==> config.mk <==
export PLATFORM = sky130hd
export DESIGN_NAME = pif_serial_port_gen_flat
export DESIGN_NICKNAME = d
export VERILOG_FILES = /design/src/rtl/pif_serial_port_gen_if.sv /design/src/rtl/pif_serial_port_gen.sv /design/src/flat_wrapper.sv
export SDC_FILE = /design/constraint.sdc
export NUM_CORES = 1
export LEC_CHECK = 0
export CAP_MARGIN = 20
export CORE_UTILIZATION = 65
export CTS_CLUSTER_DIAMETER = 60
export DETAILED_ROUTE_END_ITERATION = 8
export DONT_BUFFER_PORTS = 1
export MAX_ROUTING_LAYER = met4
export PLACE_DENSITY = 0.81
export SYNTH_ARGS = -nofsm -noshare
export SYNTH_HDL_FRONTEND = slang
export SYNTH_SLANG_ARGS = --single-unit
==> constraint.sdc <==
create_clock -name clk -period 7.3 [get_ports clk]
set_clock_uncertainty 0.05 [all_clocks]
set_input_delay 1.46 -clock clk [delete_from_list [all_inputs] [get_ports clk]]
set_output_delay 1.46 -clock clk [all_outputs]
set_load 0.01 [all_outputs]
==> src/rtl/pif_serial_port_gen_if.sv <==
// Serial line and PIF RAM port bundle for pif_serial_port_gen.
// The slave modport is the port side; the master modport is the pins/RAM side.
interface pif_serial_port_gen_if #(
    parameter int unsigned WORD_W = 32,
    parameter int unsigned ADDR_W = 9
);
    logic              ser_in;
    logic              ser_out;
    logic [ADDR_W-1:0] mem_addr;
    logic              mem_wren;
    logic [WORD_W-1:0] mem_wdata;
    logic [WORD_W-1:0] mem_rdata;

    modport slave (
        input  ser_in,
        input  mem_rdata,
        output ser_out,
        output mem_addr,
        output mem_wren,
        output mem_wdata
    );

    modport master (
        output ser_in,
        output mem_rdata,
        input  ser_out,
        input  mem_addr,
        input  mem_wren,
        input  mem_wdata
    );
endinterface

==> src/rtl/pif_serial_port_gen.sv <==
// PIF serial-port slave: decodes {type, addr} headers from ser_in and streams PIF RAM words.
// Define PIF_SERIAL_PARITY_EN to add one even-parity bit after every word in both directions.
module pif_serial_port_gen #(
    parameter int unsigned WORD_W       = 32,
    parameter int unsigned ADDR_W       = 9,
    parameter int unsigned BURST_WORDS  = 16,
    parameter int unsigned CLKS_PER_BIT = 4,
    parameter int unsigned TIMEOUT_BITS = 64
) (
    input  logic                        clk,
    input  logic                        reset,
    pif_serial_port_gen_if.slave        bus,
    input  logic                        burst_hold_i,
    input  logic                        err_clr_i,
    output logic                        busy_o,
    output logic [1:0]                  last_type_o,
    output logic                        err_timeout_o,
    output logic                        err_parity_o
);

    localparam int unsigned HDR_LEN = 2 + ADDR_W;
`ifdef PIF_SERIAL_PARITY_EN
    localparam int unsigned LEN   = WORD_W + 1;
    localparam int unsigned WSH_W = WORD_W;
`else
    localparam int unsigned LEN   = WORD_W;
    localparam int unsigned WSH_W = WORD_W - 1;
`endif
    localparam int unsigned MAXB   = (LEN > HDR_LEN) ? LEN : HDR_LEN;
    localparam int unsigned BIT_W  = $clog2(MAXB);
    localparam int unsigned CNT_W  = $clog2(CLKS_PER_BIT);
    localparam int unsigned WCNT_W = $clog2(BURST_WORDS);
    localparam int unsigned TMO_W  = $clog2(TIMEOUT_BITS + 1);

    typedef enum logic [2:0] {
        StIdle, StHdr, StDecode, StRdAck, StRdData, StWrAck, StWrWait, StWrData
    } state_e;

    state_e              state_q;
    logic [1:0]          sync_q;
    logic                prev_q;
    logic [CNT_W-1:0]    cnt_q;
    logic [BIT_W-1:0]    bitn_q;
    logic [WCNT_W-1:0]   wcnt_q;
    logic [TMO_W-1:0]    tmo_q;
    logic                skip_q;
    logic [HDR_LEN-1:0]  hdr_q;
    logic [LEN-1:0]      sh_q;
    logic [WSH_W-1:0]    wsh_q;
    logic                ser_out_q;
    logic [ADDR_W-1:0]   addr_q;
    logic                wren_q;
    logic                inc_q;
    logic [WORD_W-1:0]   wdata_q;
    logic [1:0]          type_q;
    logic                tmo_err_q;

    logic                ser_s;
    logic                fall;
    logic [CNT_W-1:0]    bc;
    logic                mid;
    logic                eob;
    logic                last_word;
    logic [LEN-1:0]      ld;

    // A detected falling edge is treated as bit-counter 0 in the same clk.
    always_comb begin
        ser_s     = sync_q[1];
        fall      = prev_q & ~ser_s;
        bc        = fall ? '0 : cnt_q;
        mid       = (bc == CNT_W'(CLKS_PER_BIT / 2));
        eob       = (bc == CNT_W'(CLKS_PER_BIT - 1));
        last_word = type_q[1] || (wcnt_q == WCNT_W'(BURST_WORDS - 1));
`ifdef PIF_SERIAL_PARITY_EN
        ld        = {bus.mem_rdata, ^bus.mem_rdata};
`else
        ld        = bus.mem_rdata;
`endif
    end

`ifdef PIF_SERIAL_PARITY_EN
    logic par_err_q;
    assign err_parity_o = par_err_q;
`else
    assign err_parity_o = 1'b0;
`endif

    always_ff @(posedge clk or posedge reset) begin
        if (reset) begin
            state_q   <= StIdle;
            sync_q    <= 2'b11;
            prev_q    <= 1'b1;
            cnt_q     <= '0;
            bitn_q    <= '0;
            wcnt_q    <= '0;
            tmo_q     <= '0;
            skip_q    <= 1'b0;
            hdr_q     <= '0;
            sh_q      <= '0;
            wsh_q     <= '0;
            ser_out_q <= 1'b1;
            addr_q    <= '0;
            wren_q    <= 1'b0;
            inc_q     <= 1'b0;
            wdata_q   <= '0;
            type_q    <= '0;
            tmo_err_q <= 1'b0;
`ifdef PIF_SERIAL_PARITY_EN
            par_err_q <= 1'b0;
`endif
        end else begin
            sync_q <= {sync_q[0], bus.ser_in};
            prev_q <= ser_s;
            cnt_q  <= eob ? '0 : bc + 1'b1;
            wren_q <= 1'b0;
            inc_q  <= 1'b0;
            if (inc_q) addr_q <= addr_q + 1'b1;
            if (err_clr_i) begin
                tmo_err_q <= 1'b0;
`ifdef PIF_SERIAL_PARITY_EN
                par_err_q <= 1'b0;
`endif
            end
            unique case (state_q)
                StIdle: begin
                    ser_out_q <= 1'b1;
                    if (fall) begin
                        state_q <= StHdr;
                        skip_q  <= 1'b1;
                        bitn_q  <= '0;
                    end
                end
                StHdr: begin
                    if (mid && !skip_q) hdr_q <= {hdr_q[HDR_LEN-2:0], ser_s};
                    if (eob) begin
                        if (skip_q) begin
                            skip_q <= 1'b0;
                        end else if (bitn_q == BIT_W'(HDR_LEN - 1)) begin
                            state_q <= StDecode;
                            addr_q  <= hdr_q[ADDR_W-1:0];
                            type_q  <= hdr_q[HDR_LEN-1 -: 2];
                        end else begin
                            bitn_q <= bitn_q + 1'b1;
                        end
                    end
                end
                StDecode: begin
                    // Leaving DECODE restarts the bit counter so the ack is a full bit period.
                    if (!(burst_hold_i && !type_q[1])) begin
                        state_q   <= type_q[0] ? StRdAck : StWrAck;
                        ser_out_q <= 1'b0;
                        cnt_q     <= '0;
                    end
                end
                StRdAck: begin
                    if (eob) begin
                        state_q   <= StRdData;
                        ser_out_q <= ld[LEN-1];
                        sh_q      <= ld << 1;
                        bitn_q    <= '0;
                        wcnt_q    <= '0;
                    end
                end
                StRdData: begin
                    if (eob) begin
                        if (bitn_q == BIT_W'(LEN - 1)) begin
                            if (last_word) begin
                                state_q   <= StIdle;
                                ser_out_q <= 1'b1;
                            end else begin
                                ser_out_q <= ld[LEN-1];
                                sh_q      <= ld << 1;
                                bitn_q    <= '0;
                                wcnt_q    <= wcnt_q + 1'b1;
                            end
                        end else begin
                            ser_out_q <= sh_q[LEN-1];
                            sh_q      <= sh_q << 1;
                            bitn_q    <= bitn_q + 1'b1;
                            // Next address goes out a full bit period before its word is loaded.
                            if (bitn_q == BIT_W'(LEN - 2) && !last_word) addr_q <= addr_q + 1'b1;
                        end
                    end
                end
                StWrAck: begin
                    if (eob) begin
                        state_q   <= StWrWait;
                        ser_out_q <= 1'b1;
                        tmo_q     <= '0;
                    end
                end
                StWrWait: begin
                    if (fall) begin
                        state_q <= StWrData;
                        skip_q  <= 1'b1;
                        bitn_q  <= '0;
                        wcnt_q  <= '0;
                    end else if (eob) begin
                        if (tmo_q == TMO_W'(TIMEOUT_BITS - 1)) begin
                            state_q   <= StIdle;
                            tmo_err_q <= 1'b1;
                        end else begin
                            tmo_q <= tmo_q + 1'b1;
                        end
                    end
                end
                StWrData: begin
                    if (mid && !skip_q) begin
                        if (bitn_q == BIT_W'(LEN - 1)) begin
                            inc_q <= 1'b1;
`ifdef PIF_SERIAL_PARITY_EN
                            wdata_q <= wsh_q;
                            if (^{wsh_q, ser_s}) par_err_q <= 1'b1;
                            else wren_q <= 1'b1;
`else
                            wdata_q <= {wsh_q, ser_s};
                            wren_q  <= 1'b1;
`endif
                        end else begin
                            wsh_q <= {wsh_q[WSH_W-2:0], ser_s};
                        end
                    end
                    if (eob) begin
                        if (skip_q) begin
                            skip_q <= 1'b0;
                        end else if (bitn_q == BIT_W'(LEN - 1)) begin
                            bitn_q <= '0;
                            if (last_word) state_q <= StIdle;
                            else wcnt_q <= wcnt_q + 1'b1;
                        end else begin
                            bitn_q <= bitn_q + 1'b1;
                        end
                    end
                end
            endcase
        end
    end

    assign bus.ser_out   = ser_out_q;
    assign bus.mem_addr  = addr_q;
    assign bus.mem_wren  = wren_q;
    assign bus.mem_wdata = wdata_q;
    assign busy_o        = (state_q != StIdle);
    assign last_type_o   = type_q;
    assign err_timeout_o = tmo_err_q;

endmodule

==> src/flat_wrapper.sv <==
// flat-port wrapper written by rule: the top's interface ports become plain ports
module pif_serial_port_gen_flat 
#(
    parameter int unsigned WORD_W       = 32,
    parameter int unsigned ADDR_W       = 9,
    parameter int unsigned BURST_WORDS  = 16,
    parameter int unsigned CLKS_PER_BIT = 4,
    parameter int unsigned TIMEOUT_BITS = 64
)
  (clk, reset, burst_hold_i, err_clr_i, busy_o, last_type_o, err_timeout_o, err_parity_o, bus_ser_in, bus_mem_rdata, bus_ser_out, bus_mem_addr, bus_mem_wren, bus_mem_wdata);
  pif_serial_port_gen_if #(.WORD_W(WORD_W), .ADDR_W(ADDR_W)) bus_i ();
  input  logic clk;
  input  logic reset;
  input  logic burst_hold_i;
  input  logic err_clr_i;
  output logic busy_o;
  output logic [1:0] last_type_o;
  output logic err_timeout_o;
  output logic err_parity_o;
  input wire logic [$bits(bus_i.ser_in)-1:0] bus_ser_in;
  input wire logic [$bits(bus_i.mem_rdata)-1:0] bus_mem_rdata;
  output wire logic [$bits(bus_i.ser_out)-1:0] bus_ser_out;
  output wire logic [$bits(bus_i.mem_addr)-1:0] bus_mem_addr;
  output wire logic [$bits(bus_i.mem_wren)-1:0] bus_mem_wren;
  output wire logic [$bits(bus_i.mem_wdata)-1:0] bus_mem_wdata;
  assign bus_i.ser_in = bus_ser_in;
  assign bus_i.mem_rdata = bus_mem_rdata;
  assign bus_ser_out = bus_i.ser_out;
  assign bus_mem_addr = bus_i.mem_addr;
  assign bus_mem_wren = bus_i.mem_wren;
  assign bus_mem_wdata = bus_i.mem_wdata;
  pif_serial_port_gen #(.WORD_W(WORD_W), .ADDR_W(ADDR_W), .BURST_WORDS(BURST_WORDS), .CLKS_PER_BIT(CLKS_PER_BIT), .TIMEOUT_BITS(TIMEOUT_BITS)) u_core (.clk(clk), .reset(reset), .bus(bus_i), .burst_hold_i(burst_hold_i), .err_clr_i(err_clr_i), .busy_o(busy_o), .last_type_o(last_type_o), .err_timeout_o(err_timeout_o), .err_parity_o(err_parity_o));
endmodule
## After elaboration in Yosys (flattened, before gate mapping)

Cells that the tools add are included.
W data, S select, Z words.

| word-level totals | value |
|---|---|
| register bits after elaboration | 145 |
| input port bits | 37 |
| output and inout bits | 48 |
| word-level logic and storage cells | 165 |

| operators by class | value |
|---|---|
| $add $sub $neg | 5 |
| equality and inequality tests | 34 |
| muxes and demuxes | 77 |
| bitwise logic cells | 4 |
| reductions and logical operators | 28 |

Operators with widths:

| kind | number |
|---|---|
| $mux W32 | 4 |
| $pmux W32 S2 | 1 |
| $mux W9 | 7 |
| $mux W5 | 11 |
| $mux W3 | 16 |
| $mux W4 | 7 |
| $mux W7 | 4 |
| $pmux W5 S5 | 1 |
| $pmux W3 S8 | 1 |
| $ne A2 B1 Y1 const B | 11 |
| $pmux W9 S2 | 1 |
| $mux W1 | 16 |
| $pmux W4 S4 | 1 |
| $pmux W7 S2 | 1 |
| $eq A3 B3 Y1 const B | 4 |
| $ne A2 B2 Y1 const B | 6 |
| $reduce_and A12 Y1 | 1 |
| $eq A5 B5 Y1 const B | 2 |
| $reduce_and A10 Y1 | 1 |
| $reduce_and A5 Y1 | 2 |
| $reduce_bool A5 Y1 | 2 |
| $add A9 B1 Y9 const B | 1 |
| $reduce_and A3 Y1 | 3 |
| $mux W2 | 4 |
| 27 further kinds | 40 |

## Depth between registers and ports, before layout

| logic depth | value |
|---|---|
| depth after elaboration | 8 |
| depth in mapped cells | 10 |
| mapped depth without buffers | 9 |

## Least setup slack after synthesis

No wires, ideal clock.

| path | value |
|---|---|
| path type | in2reg |
| start point | in burst_hold_i |
| end point | reg u_core.state_q[0] |
| library setup time | 0.125 ns |
| data arrival time | 2.522 ns |
| required time | 7.125 ns |
| path slack | 4.603 ns |
| cell stages on the path | 5 |
| path buffers | 0 |
| cells stage by stage | nor2b_1 > mux2i_1 > o2bb2ai_1 > or3_4 > mux2_4 |

| between the ends | value |
|---|---|
| word-level cells in the longest chain between the ends | 3 |

Ends and longest elaborated chain:

| item | RTL line | source |
|---|---|---|
| start, declared | flat_wrapper.sv:14 | `input logic burst_hold_i;` |
| $logic_and A1 B1 Y1 | pif_serial_port_gen.sv:149 | `if (!(burst_hold_i && !type_q[1])) begin` |
| $ne A2 B2 Y1 (no line) | -- |  |
| $reduce_and A12 Y1 (no line) | -- |  |
| end signal, assigned | pif_serial_port_gen.sv:150 | `state_q <= type_q[0] ? StRdAck : StWrAck;` |
| end signal, assigned | pif_serial_port_gen.sv:157 | `state_q <= StRdData;` |
| end signal, assigned | pif_serial_port_gen.sv:168 | `state_q <= StIdle;` |
| end, declared | pif_serial_port_gen.sv:39 | `state_e state_q;` |

Every way passes these cells.
A chain may end at the register's enable or synchronous reset.

## Worst setup path after layout

| path | value |
|---|---|
| start point | reg u_core.state_q[2] |
| end point | out busy_o |

| between the ends | value |
|---|---|
| word-level cells in the longest chain between the ends | 1 |

Ends and longest elaborated chain:

| item | RTL line | source |
|---|---|---|
| start signal, assigned | pif_serial_port_gen.sv:90 | `state_q <= StIdle;` |
| start signal, assigned | pif_serial_port_gen.sv:128 | `state_q <= StHdr;` |
| start signal, assigned | pif_serial_port_gen.sv:139 | `state_q <= StDecode;` |
| $reduce_bool A3 Y1 | pif_serial_port_gen.sv:243 | `assign busy_o = (state_q != StIdle);` |
| end, declared | flat_wrapper.sv:16 | `output logic busy_o;` |

Every way passes these cells.

==> impl_metrics.ini <==
[critical_path]
timing.critical_path.from = u_core.state_q[2]
crit_family = flip-flops
path_class = register to primary output
cp.depth = 1
crit_path_max_fanout = 27
path_cells = or3_1
slowest_delay_ns = 0.69
reg2reg_slack_ns = 4.19
regToRegEndpoint = u_core.last_type_o[0]
endpoint = busy_o
crit_arrival_ns = 1.78
critPathSlowestCell = dfrtp_1
path_buf_inv = 0
r2r_start = u_core.sync_q[1]
critPathCaptureType = primary output
rr_worst_depth = 6
critical_path_required_ns = 5.79
critPathLaunchType = register

[global_routing]
grt_pass1_wl_um = 21180
gr-total-overflow = 0
grtUsageTotal_pct = 27.74
grt_max_degree = 91
grt_pass1_vias = 4328
antenna_found_initial = 0

[finish]
diodes = 0
final_common_cell = dfrtp_1
stdcell_area_um2 = 7147
mostFrequentLayoutCells = dfrtp_1, nand2_1, mux2_2
final_cells = 757
utilization_pct = 73.12
area.growth.synth_to_final_pct = 9.153
nFillCells = 644
finalNetCount = 656
layout-drive-gt1-share_pct = 16.35

[sta]
hold_violations = 0
period_minus_slack_ns = 3.295
slew_viol_final = 0
finalSetupViolCount = 0
relSlewSlack_pct = 35.35
rsz0062_at_grt = no
max_freq_mhz = 303.5
fin_tns_setup_ns = 0
worst_pin_slew_ns = 0.9645
min_period_over_period_pct = 45.13

[cts]
clockBufferDepth = 2
ctsResizeCount = 0
htreeDepth = 4
cts_root_buf = clkbuf_8
cts_sinks = 144
numCtsBuffers = 17
cts_tree = done
clkTransAtPathRegs_ns = 0.06
insertion_delay_ns = 0.53
post-cts-setup-buffers = 0
postCtsHoldBufs = 0

[drt]
postRouteAntennaNets = 0
vias_per_cell = 6.013
wl_per_cell_um = 17.53
first_pass_iters = 5
routed_wl_um = 13270
vias = 4552
drc_errors = 0
drt_iter0_drc = 382

[place]
placed_cell_area_um2 = 6618
dp_hpwl_um = 8400
port_buffers = 0
dp.cells = 725
gp_congestion = 0.8867

[power]
p_leak_nw = 3.293
power.density_nw_per_um2 = 318.6
ir_drop_v = 0.0002211

[synth]
synth.area.top_cells = dfrtp_1, mux2_2, nand2_1, mux2i_1, a21oi_1
yosys_register_bits = 144
avgSynthCellArea_um2 = 10.56
ys.flop_type = dfrtp_1
synthesis.nets = 665
async_reset_ff_share_pct = 100.0
post_synth_fa_ha_maj_area_fraction_pct = 1.529
syn_area_um2 = 6548
synth_top_area_cell = dfrtp_1
synthSimpleGateAreaFrac_pct = 16.63
synth_xor_area_share_pct = 1.204
synth.area.mux_share_pct = 13.51
synth.distinct_cells = 62
yosysSeqAreaShare_pct = 55.11
syn_inst = 620
yosys.area.top_type_share_pct = 53.51
ys_warn_count = 0
synth_compound_gate_area_share_pct = 8.829
synth_top_family_by_area = simple AND/OR/NAND/NOR gates
synth_edf_count = 0

[die]
fp.dieW_um = 102.4
die_h_um = 102.4
num_rows = 36
io_pins = 85
initial_utilization_pct = 66.99
core-area_um2 = 9774
die_area_um2 = 10480

[run_status]
status = completed

[min_path]
hp-class = register to register

[job]
timing.max_cap.violations = 0
[worst min path at each step]
stage                          start          endpoint  slack [ns]  cells after the start
floorplan           u_core.sync_q[0]  u_core.sync_q[1]        0.30                      0
global placement    u_core.sync_q[0]  u_core.sync_q[1]        0.31                      0
detailed placement  u_core.sync_q[0]  u_core.sync_q[1]        0.31                      0
CTS                 u_core.sync_q[0]  u_core.sync_q[1]        0.31                      0
global route        u_core.sync_q[0]  u_core.sync_q[1]        0.31                      0
finish              u_core.sync_q[0]  u_core.sync_q[1]        0.31                      0
[state kept, by name, summed over array words and instances, names as in the netlist, 3 cells and up]
register              flops
u_core.tmo_q              7
u_core.wcnt_q             4
u_core.bitn_q             5
u_core.state_q            3
u_core.hdr_q             11
u_core.sh_q              31
u_core.wsh_q             31
u_core.bus.mem_wdata     32
u_core.bus.mem_addr       9
[metal layers]
metal	wire [um]	global-route usage [%]
met4	192	10.33
met2	6693	44.14
met1	5578	33.86
met5	0	-
met3	807	7.866
[kinds of logic (layout without fill, tap and decap cells)]
| group | after synthesis | after routing |
|---|---|---|
| flip-flops | 144 | 144 |
| AND/OR/NAND/NOR | 234 | 234 |
| other | 1 | 1 |
| buffers and inverters | 46 | 50 |
| adder cells (fa/ha/maj) | 8 | 8 |
| multiplexers | 82 | 82 |
| AO/OA/AOI/OAI | 96 | 96 |
| XOR/XNOR | 9 | 9 |
[final cells by class]
cell class                      instances  area [um2]  share of cell area [%]
Multi-Input combinational cell        430        2751                   38.50
Inverter                               13       53.80                  0.7528
Timing Repair Buffer                    5       37.54                  0.5252
Clock buffer                           20       445.4                   6.232
Tap cell                              133       166.4                   2.328
Clock inverter                         12       83.83                   1.173
Sequential cell                       144        3608                   50.49
[power by group]
group	internal, mW	switching, mW	total (mW)
Combinational	0.212	0.260	0.472
Clock	0.435	0.335	0.770
Sequential	0.913	0.122	1.04
[synth_stat cells (all sizes together) (3+ instances only)]
| cell | instances |
|---|---|
| inv | 13 |
| clkbuf | 9 |
| or3 | 7 |
| nand2 | 118 |
| o21ai | 25 |
| dfrtp | 140 |
| mux2i | 34 |
| and2 | 4 |
| dfstp | 4 |
| a211oi | 3 |
| xnor2 | 8 |
| and3 | 5 |
| nor3b | 4 |
| mux2 | 48 |
| a21oi | 42 |
| nand3 | 10 |
| ha | 8 |
| nor3 | 12 |
| nand3b | 4 |
| nand2b | 7 |
| nor2 | 44 |
| o211ai | 3 |
| buf | 24 |
| nand4 | 5 |
| nor2b | 5 |
[metrics by stage]
stage | power [mW] | hold slack [ns] | worst slack (ns)
final | 2.277 | 0.3113 | 4.005
after global routing | 2.392 | 0.3113 | 3.936
after CTS | 2.280 | 0.3116 | 4.021
after detailed placement | 1.510 | 0.3058 | 4.301
after global placement | 1.486 | 0.3108 | 4.430
after floorplan | 1.416 | 0.2952 | 1.930
No activity file was read; power rests on OpenSTA's default activity.
